$ cat src/rtl/pin_entry_pkg.sv
// pin_entry_pkg: shared types and constants for the keypad PIN entry block.
//   pin_state_t : entry FSM states
//   KEY_CLEAR   : keypad code that discards the partial PIN
//   KEY_ENTER   : keypad code that submits the PIN
//   is_digit()  : true for BCD digit codes 0x0-0x9
package pin_entry_pkg;

    typedef enum logic [1:0] {
        IDLE       = 2'd0,
        WAIT_D1    = 2'd1,
        WAIT_D2    = 2'd2,
        WAIT_ENTER = 2'd3
    } pin_state_t;

    localparam logic [3:0] KEY_CLEAR = 4'hA;
    localparam logic [3:0] KEY_ENTER = 4'hB;

    function automatic logic is_digit(input logic [3:0] code);
        return code <= 4'd9;
    endfunction

endpackage

$ cat src/rtl/pin_timeout_counter.sv
// pin_timeout_counter: idle-cycle counter used to expire a partial PIN.
//   clk, reset : clock, asynchronous active-high reset
//   clear      : force the count to zero (has priority over enable)
//   enable     : count one idle cycle
//   expired    : count has reached TIMEOUT_CYCLES-1; the next enabled
//                cycle is the expiry cycle
module pin_timeout_counter #(
    parameter int TIMEOUT_CYCLES = 200,
    parameter int CNT_W          = $clog2(TIMEOUT_CYCLES)
) (
    input  logic clk,
    input  logic reset,
    input  logic clear,
    input  logic enable,
    output logic expired
);

    localparam logic [CNT_W-1:0] LAST = CNT_W'(TIMEOUT_CYCLES - 1);

    logic [CNT_W-1:0] cnt;

    assign expired = (cnt == LAST);

    always_ff @(posedge clk or posedge reset) begin
        if (reset) begin
            cnt <= '0;
        end else if (clear) begin
            cnt <= '0;
        end else if (enable) begin
            // Wrap on expiry; the owner leaves the counting states anyway.
            cnt <= expired ? '0 : cnt + 1'b1;
        end
    end

endmodule

$ cat src/rtl/pin_keypad_entry.sv
// pin_keypad_entry: turns keypad presses into a two-digit BCD PIN word and
// a one-cycle submit strobe for the gate controller.
//   clk, reset      : clock, asynchronous active-high reset
//   sensor_entrance : vehicle present; key entry is armed only while high
//   key_valid       : key_code is valid this cycle
//   key_code        : 0-9 digit, 0xA CLEAR, 0xB ENTER, 0xC-0xF ignored
//   input_password  : last submitted PIN (high nibble typed first)
//   password_valid  : one-cycle pulse when input_password is updated
//   entry_error     : one-cycle pulse on ENTER with fewer than two digits
//   entry_active    : high in every state except IDLE
//   entry_timeout   : one-cycle pulse when a partial PIN expires
// Build option: define PIN_TIMEOUT_EN to expire partial PINs after
// TIMEOUT_CYCLES idle cycles; otherwise entry_timeout stays 0.
module pin_keypad_entry
    import pin_entry_pkg::*;
#(
    parameter int TIMEOUT_CYCLES = 200,
    parameter int CNT_W          = $clog2(TIMEOUT_CYCLES)
) (
    input  logic       clk,
    input  logic       reset,
    input  logic       sensor_entrance,
    input  logic       key_valid,
    input  logic [3:0] key_code,
    output logic [7:0] input_password,
    output logic       password_valid,
    output logic       entry_error,
    output logic       entry_active,
    output logic       entry_timeout
);

    if (TIMEOUT_CYCLES < 2 || CNT_W < $clog2(TIMEOUT_CYCLES)) begin : g_bad_cfg
        $error("pin_keypad_entry: counter too narrow for TIMEOUT_CYCLES");
    end

    pin_state_t state;
    logic [7:0] buffer;
    logic       timeout_fire;

    wire is_clear = key_valid && (key_code == KEY_CLEAR);
    wire is_enter = key_valid && (key_code == KEY_ENTER);
    wire is_dig   = key_valid && is_digit(key_code);

`ifdef PIN_TIMEOUT_EN
    logic tmo_clear;
    logic tmo_expired;

    // Count only idle cycles while a partial/complete PIN is pending.
    assign tmo_clear = key_valid || !sensor_entrance ||
                       !(state == WAIT_D2 || state == WAIT_ENTER);

    pin_timeout_counter #(
        .TIMEOUT_CYCLES(TIMEOUT_CYCLES),
        .CNT_W         (CNT_W)
    ) u_timeout (
        .clk    (clk),
        .reset  (reset),
        .clear  (tmo_clear),
        .enable (!tmo_clear),
        .expired(tmo_expired)
    );

    // A key in the expiry cycle clears the counter, so it wins.
    assign timeout_fire = !tmo_clear && tmo_expired;
`else
    assign timeout_fire = 1'b0;
`endif

    always_ff @(posedge clk or posedge reset) begin
        if (reset) begin
            state          <= IDLE;
            buffer         <= 8'h00;
            input_password <= 8'h00;
            password_valid <= 1'b0;
            entry_error    <= 1'b0;
            entry_active   <= 1'b0;
            entry_timeout  <= 1'b0;
        end else begin
            password_valid <= 1'b0;
            entry_error    <= 1'b0;
            entry_timeout  <= 1'b0;

            // Vehicle gone: drop everything, ahead of any same-cycle key.
            if (state != IDLE && !sensor_entrance) begin
                state        <= IDLE;
                buffer       <= 8'h00;
                entry_active <= 1'b0;
            end else begin
                case (state)
                    IDLE: begin
                        if (sensor_entrance) begin
                            state        <= WAIT_D1;
                            entry_active <= 1'b1;
                        end
                    end
                    WAIT_D1: begin
                        if (is_dig) begin
                            buffer <= {key_code, 4'h0};
                            state  <= WAIT_D2;
                        end else if (is_enter) begin
                            entry_error <= 1'b1;
                        end
                    end
                    WAIT_D2: begin
                        if (is_dig) begin
                            buffer[3:0] <= key_code;
                            state       <= WAIT_ENTER;
                        end else if (is_clear) begin
                            buffer <= 8'h00;
                            state  <= WAIT_D1;
                        end else if (is_enter) begin
                            entry_error <= 1'b1;
                        end else if (timeout_fire) begin
                            buffer        <= 8'h00;
                            state         <= WAIT_D1;
                            entry_timeout <= 1'b1;
                        end
                    end
                    WAIT_ENTER: begin
                        // Extra digits fall through: the first two win.
                        if (is_enter) begin
                            input_password <= buffer;
                            password_valid <= 1'b1;
                            buffer         <= 8'h00;
                            state          <= WAIT_D1;
                        end else if (is_clear) begin
                            buffer <= 8'h00;
                            state  <= WAIT_D1;
                        end else if (timeout_fire) begin
                            buffer        <= 8'h00;
                            state         <= WAIT_D1;
                            entry_timeout <= 1'b1;
                        end
                    end
                    default: begin
                        state        <= IDLE;
                        buffer       <= 8'h00;
                        entry_active <= 1'b0;
                    end
                endcase
            end
        end
    end

endmodule

$ cat config.mk
export PLATFORM = sky130hd
export DESIGN_NAME = pin_keypad_entry
export DESIGN_NICKNAME = d
export VERILOG_FILES = /design/src/rtl/pin_entry_pkg.sv /design/src/rtl/pin_timeout_counter.sv /design/src/rtl/pin_keypad_entry.sv
export SDC_FILE = /design/constraint.sdc
export NUM_CORES = 1
export LEC_CHECK = 0
export ABC_AREA = 1
export BUFFER_PORTS_ARGS = -buffer_cell sky130_fd_sc_hd__buf_2
export CAP_MARGIN = 20
export CORE_UTILIZATION = 60
export CTS_CLUSTER_SIZE = 25
export DETAILED_ROUTE_END_ITERATION = 12
export GPL_TIMING_DRIVEN = 0
export PLACE_DENSITY = 0.83
export SYNTH_ARGS = -nofsm -noshare
export SYNTH_HDL_FRONTEND = slang
export SYNTH_SLANG_ARGS = --single-unit
$ cat constraint.sdc
create_clock -name clk -period 4.44 [get_ports clk]
set_input_delay 0.666 -clock clk [delete_from_list [all_inputs] [get_ports clk]]
set_output_delay 0.666 -clock clk [all_outputs]
set_load 0.05 [all_outputs]
==> out/results.ini <==
[clock_tree]
root_buffer=clkbuf_4
cts.sinks=21
cts_buffer_depth=2
h-tree-depth=1
clock_latency_ps=300
cts_setup_buffers=0
cts_tree=yes
clkTransAtPathRegs_ps=110
post_cts_resize_count=0
cts-hold-fix-buffers=0
numCtsBuffers=3

[die]
die_y_um=49.02
die_x_um=49.02
fp-row-count=16
fp.dieArea_sq_um=2402
ios=20
start_util_pct=65.59
coreArea_sq_um=2022

[setup_path]
critPathTopFamily=simple AND/OR/NAND/NOR gates
cp-start-kind=register
crit_top_cell=inv_1
critical-path-slowest-cell=dfrtp_1
cp_cell_sequence=inv_1 > ha_1 > inv_1 > ha_1 > inv_1 > nand4_1 > nand3_1 > nand2_1 > nand2_1
critPathBufInv=3
arrival_ps=2160
slowest_delay_ps=490
worstPathMaxFanout=7
cp-end-kind=register
required_ps=4640
path_class=reg -> reg

[routing]
drt_iter0_drc=28
dr.pass1.iters=4
vias_per_cell=4.991
wire_per_inst_um=11.00
drt-total-wl_um=2552
ant_nets=0
drc=0
vias=1158

[power_and_ir_drop]
p_per_area_nw_per_um2=498.2
leakagePower_nw=0.8835
ir_drop_mv=0.3114

[logic_synthesis]
synthFlopType=dfrtp_1
synth_area_leaders=dfrtp_1, nand2_1, inv_1, ha_1, o21ai_2
yosys.area_share.adder_pct=7.547
post-synth-top-count-cell=nand2_1
synth_top_family_by_area=simple AND/OR/NAND/NOR gates
avgSynthCellArea_sq_um=7.247
synth-xor-area-share_pct=0
synth-seq-cells=21
syn_nets=199
synth-simple-area-share_pct=35.75
synth.cell_area_sq_um=1326
ys_seq_area_share_pct=39.62
synth_cells=183
synth-edff-count=0
synth_cell_type_count=20
synthMuxAreaShare_pct=0
ys.warnings.count=0
synth_compound_area_share_pct=6.887
synth_common_cells=nand2_1, inv_1, dfrtp_1
ys_async_sr_fraction_pct=100.0
synth_top_cell_area_share_pct=39.62
synth_top_cell_by_area=dfrtp_1

[job]
drv_cap=0

[placed_design]
hpwlAfterDp_um=1991
port-buffer-count=18
globalplace.congestion=0.9205

[sta]
setup_violations=0
hold_viol=0
layout_min_cycle_time_ps=1958
finalSetupTns_ps=0
fin_skew_ps=0.6096
slew_headroom_pct=49.66
tightest_slew_ps=754.3
fmax_mhz=510.7
final_max_slew_viol_count=0
finalCritPeriodShare_pct=44.10
rsz0062_at_grt=no
finalHoldWorstSlack_ps=477.1

[outcome]
status=complete, no violations

[min_path]
hold_path.class=in -> async

[grt]
antenna_found_initial=0
grt_pass1_vias=1093
grt_pass1_wl_um=4471
grt_overflow=0
track_usage_pct=24.32
grt_max_degree=22

[cells_and_area]
diodes=0
syn_to_final_growth_pct=11.32
final_nets=222
drive_gt1_share_pct=19.02
fillers=172
fin_util_pct=73.02

==> registers in the layout (all words and copies together) (netlist names) <==
register and count:
entry_active 1, password_valid 1, buffer 8, state 2
input_password 8, entry_error 1
==> through the flow <==
step                      cells  total power, W  instance area [sq um]  worst slack [ps]
after global routing        232       0.0008062                   1476              2311
after floorplan             183       0.0005621                   1326              2812
after detailed placement    228       0.0006464                   1450              2536
after CTS                   232       0.0007341                   1476              2517
final                       232       0.0007356                   1476              2482
after global placement      228       0.0006302                   1450              2605
==> kinds of logic (layout without fill, tap and decap cells) <==
kind of cell             after synthesis  count (layout)
AO/OA/AOI/OAI                         13              13
other                                  1               1
adder cells (fa/ha/maj)                8               8
buffers and inverters                 32              54
AND/OR/NAND/NOR                      108             108
flip-flops                            21              21
==> cells in the final DEF, fill, tap and decap left out, types with 3 or more instances in the layout <==
cell type and count:
buf_2 18, clkbuf_4 3, dfrtp_1 21, ha_1 8, inv_1 30, nand2_1 73
nand2_2 3, nand3_1 9, nor2_1 14, o21ai_0 5, o21ai_2 7
==> power by group <==
group	leakage [nW]	internal (W)	switching, W
clock network	0.0150	0.0000351	0.0000562
registers	0.282	0.000233	0.0000352
logic	0.586	0.000118	0.000258
==> cell type report <==
type | instances | area (sq um) | share of cell area (%)
multi-input cells | 130 | 669.4 | 45.34
flip-flops and latches | 21 | 525.5 | 35.59
inverters | 30 | 112.6 | 7.627
repair buffers | 18 | 90.09 | 6.102
well taps | 27 | 33.78 | 2.288
clock buffers | 4 | 26.28 | 1.780
plain buffers | 2 | 18.77 | 1.271
==> worst paths after layout <==
| path | from | endpoint | slack [ps] | cells past startpoint |
|---|---|---|---|---|
| worst min register to register | input_password[5]$_DFFE_PP0P_ | input_password[5]$_DFFE_PP0P_ | 490 | 2 |
| min in group clk | input_password[5]$_DFFE_PP0P_ | input_password[5]$_DFFE_PP0P_ | 490 | 2 |
| worst max register to register | state[0]$_DFFE_PP0P_ | buffer[4]$_DFFE_PP0P_ | 2480 | 9 |
| max in group asynchronous | reset | input_password[6]$_DFFE_PP0P_ | 3500 | 2 |
| worst min-delay path | reset | input_password[0]$_DFFE_PP0P_ | 480 | 2 |
| worst max-delay path | state[0]$_DFFE_PP0P_ | buffer[4]$_DFFE_PP0P_ | 2480 | 9 |
==> metal layers <==
metal / share of wire, % / global-route usage (%) / vias to the layer above
met2: 47 / 41.67 / 29
met1: 47 / 30.92 / 528
met3: 3.4 / 1.869 / 5
met4: 2.5 / 11.76 / 0
met5: 0 / 0 / -
li1: - / - / 596
(Power assumes the default switching activity.)
